$ cat config.mk
export PLATFORM = sky130hd
export DESIGN_NAME = cdb_alu_transmitter
export DESIGN_NICKNAME = d
export VERILOG_FILES = /design/src/rtl/cdb_alu_transmitter_pkg.sv /design/src/rtl/cdb_result_fifo.sv /design/src/rtl/cdb_alu_transmitter.sv
export SDC_FILE = /design/constraint.sdc
export NUM_CORES = 1
export LEC_CHECK = 0
export CORE_UTILIZATION = 54
export CTS_BUF_LIST = sky130_fd_sc_hd__clkbuf_16
export DETAILED_ROUTE_END_ITERATION = 10
export GPL_TIMING_DRIVEN = 0
export HOLD_SLACK_MARGIN = 0.15
export PLACE_DENSITY_LB_ADDON = 0.15
export SYNTH_ARGS = -nofsm -noshare
export SYNTH_HDL_FRONTEND = slang
export SYNTH_HIERARCHICAL = 1
export SYNTH_SLANG_ARGS = --single-unit
$ cat constraint.sdc
create_clock -name iCLOCK -period 4.14 [get_ports iCLOCK]
set_input_delay 0.621 -clock iCLOCK [delete_from_list [all_inputs] [get_ports iCLOCK]]
set_output_delay 0.621 -clock iCLOCK [all_outputs]
set_load 0.1 [all_outputs]
$ cat src/rtl/cdb_alu_transmitter_pkg.sv
// Shared definitions for the ALU-to-CDB result transmitter: field widths taken
// from the core header constants and the packed payload carried through the buffer.
package cdb_alu_transmitter_pkg;

    localparam int CORE_REGNAME_W       = 6;
    localparam int CORE_FLAGS_REGNAME_W = 4;
    localparam int CORE_FLAGS_W         = 5;
    localparam int CORE_COMMIT_TAG_W    = 6;
    localparam int CORE_DATA_W          = 32;

    localparam int EX_POINTER_W = 4;
    localparam int INFO_COUNT_W = 4;

    typedef struct packed {
        logic                            writeback;
        logic [CORE_REGNAME_W-1:0]       destination_regname;
        logic [CORE_DATA_W-1:0]          data;
        logic                            flags_opt_valid;
        logic [CORE_FLAGS_REGNAME_W-1:0] flags_regname;
        logic [CORE_FLAGS_W-1:0]         flags;
        logic [CORE_COMMIT_TAG_W-1:0]    commit_tag;
    } cdb_payload_t;

    localparam int CDB_PAYLOAD_W = $bits(cdb_payload_t);

    // The execution pointer is a free-running 4-bit sequence number; 15 rolls to 0.
    function automatic logic [EX_POINTER_W-1:0] ex_pointer_next(
        input logic [EX_POINTER_W-1:0] ptr
    );
        return EX_POINTER_W'(ptr + 1'b1);
    endfunction

endpackage

$ cat src/rtl/cdb_result_fifo.sv
// In-order result buffer between the ALU and the CDB. Head data reads as zero
// while empty so the broadcast payload never shows stale entries.
module cdb_result_fifo #(
    parameter int P_WIDTH = 55,
    parameter int P_DEPTH = 4
) (
    input  logic                       iCLOCK,
    input  logic                       iRESET,
    input  logic                       iFLUSH,
    input  logic                       iPUSH,
    input  logic [P_WIDTH-1:0]         iPUSH_DATA,
    input  logic                       iPOP,
    output logic [P_WIDTH-1:0]         oHEAD_DATA,
    output logic [$clog2(P_DEPTH):0]   oCOUNT,
    output logic                       oFULL,
    output logic                       oEMPTY
);

    localparam int PTR_W = $clog2(P_DEPTH);
    localparam int CNT_W = PTR_W + 1;
    localparam logic [PTR_W-1:0] LAST_IDX   = PTR_W'(P_DEPTH - 1);
    localparam logic [CNT_W-1:0] FULL_COUNT = CNT_W'(P_DEPTH);

    logic [P_WIDTH-1:0] mem [P_DEPTH];
    logic [PTR_W-1:0]   wr_ptr;
    logic [PTR_W-1:0]   rd_ptr;
    logic [CNT_W-1:0]   count;
    logic               do_push;
    logic               do_pop;

    function automatic logic [PTR_W-1:0] ptr_next(input logic [PTR_W-1:0] ptr);
        return (ptr == LAST_IDX) ? '0 : PTR_W'(ptr + 1'b1);
    endfunction

    assign oFULL  = (count == FULL_COUNT);
    assign oEMPTY = (count == '0);
    assign oCOUNT = count;

    // Requests against a full or empty buffer are ignored here as well, so the
    // storage stays consistent whatever the caller does.
    assign do_push = iPUSH && !oFULL  && !iFLUSH;
    assign do_pop  = iPOP  && !oEMPTY && !iFLUSH;

    always_ff @(posedge iCLOCK) begin
        if (do_push) begin
            mem[wr_ptr] <= iPUSH_DATA;
        end
    end

    always_ff @(posedge iCLOCK or posedge iRESET) begin
        if (iRESET) begin
            wr_ptr <= '0;
            rd_ptr <= '0;
            count  <= '0;
        end else if (iFLUSH) begin
            wr_ptr <= '0;
            rd_ptr <= '0;
            count  <= '0;
        end else begin
            if (do_push) begin
                wr_ptr <= ptr_next(wr_ptr);
            end
            if (do_pop) begin
                rd_ptr <= ptr_next(rd_ptr);
            end
            case ({do_push, do_pop})
                2'b10:   count <= CNT_W'(count + 1'b1);
                2'b01:   count <= CNT_W'(count - 1'b1);
                default: count <= count;
            endcase
        end
    end

    assign oHEAD_DATA = oEMPTY ? '0 : mem[rd_ptr];

endmodule

$ cat src/rtl/cdb_alu_transmitter.sv
// ALU result channel onto the common data bus: buffers results in order and
// broadcasts the oldest one whenever the CDB arbiter grants this channel.
module cdb_alu_transmitter
    import cdb_alu_transmitter_pkg::*;
#(
    parameter int P_DEPTH = 4
) (
    input  logic                            iCLOCK,
    input  logic                            iRESET,
    input  logic                            iFLUSH,
    input  logic                            iISSUE_VALID,
    output logic [EX_POINTER_W-1:0]         oEX_EXECUTION_POINTER,
    input  logic                            iRESULT_VALID,
    output logic                            oRESULT_BUSY,
    input  logic                            iRESULT_WRITEBACK,
    input  logic [CORE_REGNAME_W-1:0]       iRESULT_DESTINATION_REGNAME,
    input  logic [CORE_DATA_W-1:0]          iRESULT_DATA,
    input  logic                            iRESULT_FLAGS_OPT_VALID,
    input  logic [CORE_FLAGS_REGNAME_W-1:0] iRESULT_FLAGS_REGNAME,
    input  logic [CORE_FLAGS_W-1:0]         iRESULT_FLAGS,
    input  logic [CORE_COMMIT_TAG_W-1:0]    iRESULT_COMMIT_TAG,
    input  logic                            iCDB_GRANT,
    output logic                            oCDB_VALID,
    output logic                            oCDB_WRITEBACK,
    output logic [CORE_REGNAME_W-1:0]       oCDB_DESTINATION_REGNAME,
    output logic [CORE_DATA_W-1:0]          oCDB_DATA,
    output logic                            oCDB_FLAGS_OPT_VALID,
    output logic [CORE_FLAGS_REGNAME_W-1:0] oCDB_FLAGS_REGNAME,
    output logic [CORE_FLAGS_W-1:0]         oCDB_FLAGS,
    output logic [CORE_COMMIT_TAG_W-1:0]    oCDB_COMMIT_TAG,
    output logic [INFO_COUNT_W-1:0]         oINFO_COUNT
);

    localparam int CNT_W = $clog2(P_DEPTH) + 1;

    cdb_payload_t      push_payload;
    cdb_payload_t      head_payload;
    logic [CNT_W-1:0]  fifo_count;
    logic              fifo_full;
    logic              fifo_empty;
    logic              push;
    logic              pop;
    logic [EX_POINTER_W-1:0] ex_pointer;

    // Handshakes: a result transfers in a cycle where iRESULT_VALID=1 and
    // oRESULT_BUSY=0 (busy is the inverted ready, driven only by occupancy);
    // a broadcast transfers in every cycle where oCDB_VALID=1, which already
    // includes the grant, so the consumer has no way to stall it. iFLUSH
    // cancels both transfers in its cycle.
    assign oRESULT_BUSY = fifo_full;
    assign push         = iRESULT_VALID && !fifo_full && !iFLUSH;
    assign oCDB_VALID   = !fifo_empty && iCDB_GRANT && !iFLUSH;
    assign pop          = oCDB_VALID;

    always_comb begin
        push_payload                     = '0;
        push_payload.writeback           = iRESULT_WRITEBACK;
        push_payload.destination_regname = iRESULT_DESTINATION_REGNAME;
        push_payload.data                = iRESULT_DATA;
        push_payload.flags_opt_valid     = iRESULT_FLAGS_OPT_VALID;
        push_payload.flags_regname       = iRESULT_FLAGS_REGNAME;
        push_payload.flags               = iRESULT_FLAGS;
        push_payload.commit_tag          = iRESULT_COMMIT_TAG;
    end

    cdb_result_fifo #(
        .P_WIDTH (CDB_PAYLOAD_W),
        .P_DEPTH (P_DEPTH)
    ) u_result_fifo (
        .iCLOCK     (iCLOCK),
        .iRESET     (iRESET),
        .iFLUSH     (iFLUSH),
        .iPUSH      (push),
        .iPUSH_DATA (push_payload),
        .iPOP       (pop),
        .oHEAD_DATA (head_payload),
        .oCOUNT     (fifo_count),
        .oFULL      (fifo_full),
        .oEMPTY     (fifo_empty)
    );

    // Flags fields pass through untouched so flags-only results keep WRITEBACK=0.
    assign oCDB_WRITEBACK           = head_payload.writeback;
    assign oCDB_DESTINATION_REGNAME = head_payload.destination_regname;
    assign oCDB_DATA                = head_payload.data;
    assign oCDB_FLAGS_OPT_VALID     = head_payload.flags_opt_valid;
    assign oCDB_FLAGS_REGNAME       = head_payload.flags_regname;
    assign oCDB_FLAGS               = head_payload.flags;
    assign oCDB_COMMIT_TAG          = head_payload.commit_tag;

    assign oINFO_COUNT = INFO_COUNT_W'(fifo_count);

    always_ff @(posedge iCLOCK or posedge iRESET) begin
        if (iRESET) begin
            ex_pointer <= '0;
        end else if (iFLUSH) begin
            ex_pointer <= '0;
        end else if (iISSUE_VALID) begin
            ex_pointer <= ex_pointer_next(ex_pointer);
        end
    end

    assign oEX_EXECUTION_POINTER = ex_pointer;

endmodule

==> results of run 1 <==
-- cells by family after synthesis --
family / share of synthesized area
AND/OR/NAND/NOR: 0.0615
multiplexers: 0.142
AO/OA/AOI/OAI: 0.00936
XOR/XNOR: 0.00193
adder cells (fa/ha/maj): 0.0105
buffers and inverters: 0.0172
other: 0.000412
flip-flops: 0.757
-- flip-flops by register name (all words and copies together), names as in the netlist --
signal                 count
u_result_fifo/rd_ptr       2
u_result_fifo/oCOUNT       3
u_result_fifo/mem        220
u_result_fifo/wr_ptr       2
oEX_EXECUTION_POINTER      4
-- stage by stage --
step / setup WS [ps] / std cells / util
floorplan: -20.5 / 435 / -
global placement: 365 / 779 / 0.643
detailed placement: 787 / 779 / 0.643
CTS: 304 / 820 / 0.686
global route: 199 / 820 / 0.686
finish: 331 / 820 / 0.686
-- area by class of cell --
cell class	count	area, um^2
flip-flops and latches	231	6880
fillers	1082	5190
multi-input cells	177	2070
repair buffers	124	1240
clock buffers	23	576
well taps	220	275
plain buffers	23	141
clock inverters	18	135
inverters	4	15.0
-- power by group through the flow --
stage	Sequential (W)	Combinational [W]	Clock, W
final	0.00260	0.000307	0.00194
after global placement	0.00265	0.000302	0
after detailed placement	0.00265	0.000309	0
after global routing	0.00260	0.000324	0.00208
after floorplan	0.00266	0.000163	0
after CTS	0.00260	0.000310	0.00199
-- synth_stat cells (3+ instances only) --
cell,instances,area (um^2)
mux4_2,55,1240
a21oi_1,4,20.0
or3_1,3,18.8
dfrtp_1,11,275
nand2_1,4,15.0
buf_1,3,11.3
buf_2,8,40.0
buf_4,4,30.0
edfxtp_1,220,6610
mux2i_1,3,30.0
ha_1,6,75.1
nor2b_1,55,344
nor3b_1,3,22.5
nand3_1,3,15.0
nor2_1,11,41.3
clkbuf_1,4,15.0
buf_6,4,45.0
inv_1,4,15.0
and2_1,5,31.3
-- routing by layer --
layer  GRT usage  vias up  routed length (um)
met2       0.317      123                7860
met3      0.0427       21                 940
met1       0.268     2296                7080
li1            -     2039                   -
met5           0        -                   0
met4      0.0497        0                 239
-- path summary, 6_finish.rpt --
kind	slack (ps)	endpoint	start
max reg2reg	1180	u_result_fifo/mem[3][33]	u_result_fifo/oCOUNT[0]
max in group asynchronous	3500	u_result_fifo/wr_ptr[1]	iRESET
min in group iCLOCK	590	oEX_EXECUTION_POINTER[2]	oEX_EXECUTION_POINTER[2]
max	330	oCDB_DATA[1]	u_result_fifo/oCOUNT[0]
min reg2reg	590	oEX_EXECUTION_POINTER[2]	oEX_EXECUTION_POINTER[2]
min	350	oEX_EXECUTION_POINTER[3]	iRESET
==> flow_summary.ini, run 1 <==
[run_status]
run_status = complete, no violations

[global_route]
grt_pass1_vias = 4760
grt_max_degree = 56
grt_overflow = 0
grt_antenna_before_repair = 0
grt_pass1_wl_um = 25700
grt_use_total = 0.193

[drt]
wire_per_inst_um = 19.7
vias = 4479
drtAntennaViolNets = 0
drc = 0
viasPerCell = 5.46
wl_um = 16100
dr.pass1.iters = 5
initialDrtViolationCount = 212

[floorplanning]
die_area_um2 = 17400
rows = 47
start_util = 0.550
fp.dieH_um = 132
coreArea_um2 = 16500
dieWidth_um = 132
pin_count = 126

[clock_network]
cts_buffer_depth = 3
worstSkewPairLatency_ps = 490
postCtsSetupRepairBufs = 0
h-tree-depth = 1
ctsHoldBuffers = 0
cts_sinks = 231
cts_tree = built
cts_buffers = 23
clkSlewWorstSetupHoldPaths_ps = 60
post_cts_resized = 0
cts_root_buf = clkbuf_16

[layout]
layout.nets = 652
final_cell_mix = edfxtp_1, clkdlybuf4s50_1, mux4_2, nor2b_1, clkbuf_16
layout_commonest_cell = edfxtp_1
drive_gt1_frac = 0.187
final_area_um2 = 11300
syn2layout_area_growth_pct = 24.7
n_antenna_cell = 0

[pwr]
p_per_area_nw_per_um2 = 428
power.share.combinational = 0.063
finalPower_w = 0.00485
leakagePower_nw = 3.62
power_frac_clock = 0.401
internal_power_w = 0.00383
ir_drop_uv = 308
p_seq_frac = 0.536
p_switching_w = 0.00102
swShare = 0.210

[critical_path]
crit_buf_inv = 3
crit_path_max_fanout = 10
cp_cell_sequence = nor3_2 > buf_2 > buf_1 > nor2b_1 > clkdlybuf4s50_1
cp.arrival_ps = 3190
ff2ff_path_depth = 7
crit_family = buffers and inverters
cpPeakStageDelay_ps = 1000
critPathRequiredTime_ps = 3520
worstSetupStartpointType = flip-flop
slowest_stage = clkdlybuf4s50_1
criticalPathCategory = reg -> out
path_depth = 5
cp-end-kind = output pin

[synthesis]
synth_seq_cells = 231
synth_ff_type = edfxtp_1
synth_edf_count = 220
postSynthAreaPerCell_um2 = 20.9
synth_area_um2 = 9090
synthDistinctLibCells = 39
seq_area_frac_synth = 0.757
yosysWarnings = 6
syn_nets = 503
syn_inst = 435
async_flop_share = 0.0476

[placed_design]
place_hpwl_um = 9430
place_area_um2 = 10600
io_buffers = 124
place.gp.congestion = 0.742

[sta]
finalMaxSlewViolations = 0
period_needed_ps = 3810
fmax_mhz = 263
fin_setup_tns_ps = 0
tightest_slew_ps = 1040
hold_violations = 0
setup_viol = 0
max_slew_margin = 0.305
period_share = 0.920
fin_skew_ps = 12.3
rsz0062_at_grt = no
holdWs_ps = 346

[job]
cap_viol_max_count = 0

[min_path]
hp-class = in -> async
(Power assumes the default switching activity.)
==> inputs of run 2 (changes only) <==
CORE_UTILIZATION = 49   (was 54)
CTS_CLUSTER_DIAMETER = 50   (was not set)
clock period = 3.4 ns   (was 4.14 ns; I/O delays follow)
==> run 2 against run 1 <==
Net effect: the flow now finishes with violations (DRC); first-iteration DRC count rose by 15%; critical path type unchanged; clock skew shrank 1.0 ps; power grew 27%; hold slack got worse by 130 ps; utilization fell by 5.6 points.
==> flow_summary.ini, run 2 (synthesis results as in run 1) <==
[drt]
drc = 16
initialDrtViolationCount = 244
wire_per_inst_um = 20.3
drtAntennaViolNets = 0
vias = 4497
wl_um = 17000
dr.pass1.iters = 8
viasPerCell = 5.38

[sta]
hold_violations = 0
finalMaxSlewViolations = 0
rsz0062_at_grt = no
tightest_slew_ps = 1040
fmax_mhz = 306
fin_skew_ps = 11.3
worst_slack_ps = 129
period_share = 0.962
setup_viol = 0
period_needed_ps = 3270
max_slew_margin = 0.308
fin_setup_tns_ps = 0
holdWs_ps = 220

[floorplanning]
dieWidth_um = 138
coreArea_um2 = 18100
fp.dieH_um = 138
rows = 49
start_util = 0.503
pin_count = 126
die_area_um2 = 19100

[min_path]
hp-class = in -> async

[global_route]
grt_antenna_before_repair = 0
grt_pass1_wl_um = 27100
grt_overflow = 0
grt_max_degree = 56
grt_use_total = 0.187
grt_pass1_vias = 4979

[pwr]
power.share.combinational = 0.060
power_frac_clock = 0.427
swShare = 0.211
ir_drop_uv = 397
internal_power_w = 0.00486
p_seq_frac = 0.513
p_switching_w = 0.00130
p_per_area_nw_per_um2 = 541
leakagePower_nw = 3.92

[layout]
layout_commonest_cell = edfxtp_1
n_antenna_cell = 0
final_core_util = 0.630
layout.nets = 658
final_cell_count_no_fill = 836
largest_reg_flops = 220
largest_register = u_result_fifo/mem
drive_gt1_frac = 0.259
final_cell_mix = edfxtp_1, clkdlybuf4s50_1, mux4_2, nor2b_1, clkbuf_2
fillerInstances = 1275
syn2layout_area_growth_pct = 25.3

[placed_design]
place_hpwl_um = 10200
dp.cells = 791
io_buffers = 124
dp_slack_ps = 103
place.gp.congestion = 0.766

[critical_path]
crit_path_max_fanout = 10
worstSetupStartpointType = flip-flop
criticalPathCategory = reg -> out
critPathRequiredTime_ps = 2890
cp-end-kind = output pin
cp.arrival_ps = 2760

[run_status]
violations = DRC
run_status = finished, violations left

[clock_network]
cts_buffer_depth = 3
cts_root_buf = clkbuf_16
cts_sinks = 231
cts_tree = built
cts_buffers = 26
h-tree-depth = 1
clkSlewWorstSetupHoldPaths_ps = 60
worstSkewPairLatency_ps = 510
ctsHoldBuffers = 0

[job]
cap_viol_max_count = 0
run 2: what timing repair did:
item                                    in CTS  in global routing
endpoints found under the hold margin        0                  0
pin swaps                                    0                  0
setup buffers                                0                  0
endpoints found under the setup margin      53                 43
gates resized for setup                     58                 68
run 2: final timing paths:
check                                               from                        to  slack (ps)  depth (start not counted)
worst max-delay path             u_result_fifo/rd_ptr[1]              oCDB_DATA[5]         130                          5
worst min-delay path                              iRESET  oEX_EXECUTION_POINTER[2]         220                          2
worst max register to register   u_result_fifo/oCOUNT[2]  u_result_fifo/mem[3][54]         480                          7
worst min register to register  oEX_EXECUTION_POINTER[1]  oEX_EXECUTION_POINTER[1]         590                          2
max in group asynchronous                         iRESET   u_result_fifo/oCOUNT[2]        2880                          2
min in group iCLOCK             oEX_EXECUTION_POINTER[1]  oEX_EXECUTION_POINTER[1]         590                          2
run 2: metal layers:
metal / global-route usage / vias to the layer above / wire length, um
li1: - / 2052 / -
met1: 0.244 / 2273 / 6910
met2: 0.323 / 146 / 8690
met3: 0.0378 / 26 / 1160
met4: 0.0497 / 0 / 246
met5: 0 / - / 0
run 2: through the flow:
stage | instance area [um^2] | total power, W
after floorplan | 9120 | 0.00344
after global placement | 10600 | 0.00359
after detailed placement | 10700 | 0.00361
after CTS | 11500 | 0.00623
after global routing | 11400 | 0.00636
final | 11400 | 0.00616
run 2: critical path, cell delays in order, from the launching register on:
cell           delay, ps
dfrtp_1              390
buf_2                270
buf_2                350
mux4_2               240
nor2b_1              120
dlygate4sd2_1        860
run 2: power by group through the flow:
stage | Sequential [W] | Combinational [W] | Clock [W]
floorplan | 0.00325 | 0.000199 | 0
global placement | 0.00322 | 0.000370 | 0
detailed placement | 0.00322 | 0.000384 | 0
CTS | 0.00317 | 0.000375 | 0.00269
global route | 0.00317 | 0.000390 | 0.00280
finish | 0.00317 | 0.000369 | 0.00263
run 2: layout make-up:
| cell class | instances | area [um^2] | area share |
|---|---|---|---|
| flip-flops and latches | 231 | 6890 | 0.605 |
| multi-input cells | 177 | 2080 | 0.182 |
| repair buffers | 127 | 1160 | 0.102 |
| clock buffers | 27 | 676 | 0.0593 |
| well taps | 229 | 287 | 0.0251 |
| plain buffers | 23 | 146 | 0.0128 |
| clock inverters | 18 | 145 | 0.0127 |
| inverters | 4 | 15.0 | 0.00132 |
==> inputs of run 3 (changes only) <==
CORE_MARGIN = 1   (was not set)
==> results of run 3 <==
Same layout as run 2: the final DEF is identical, and so are final timing and power.
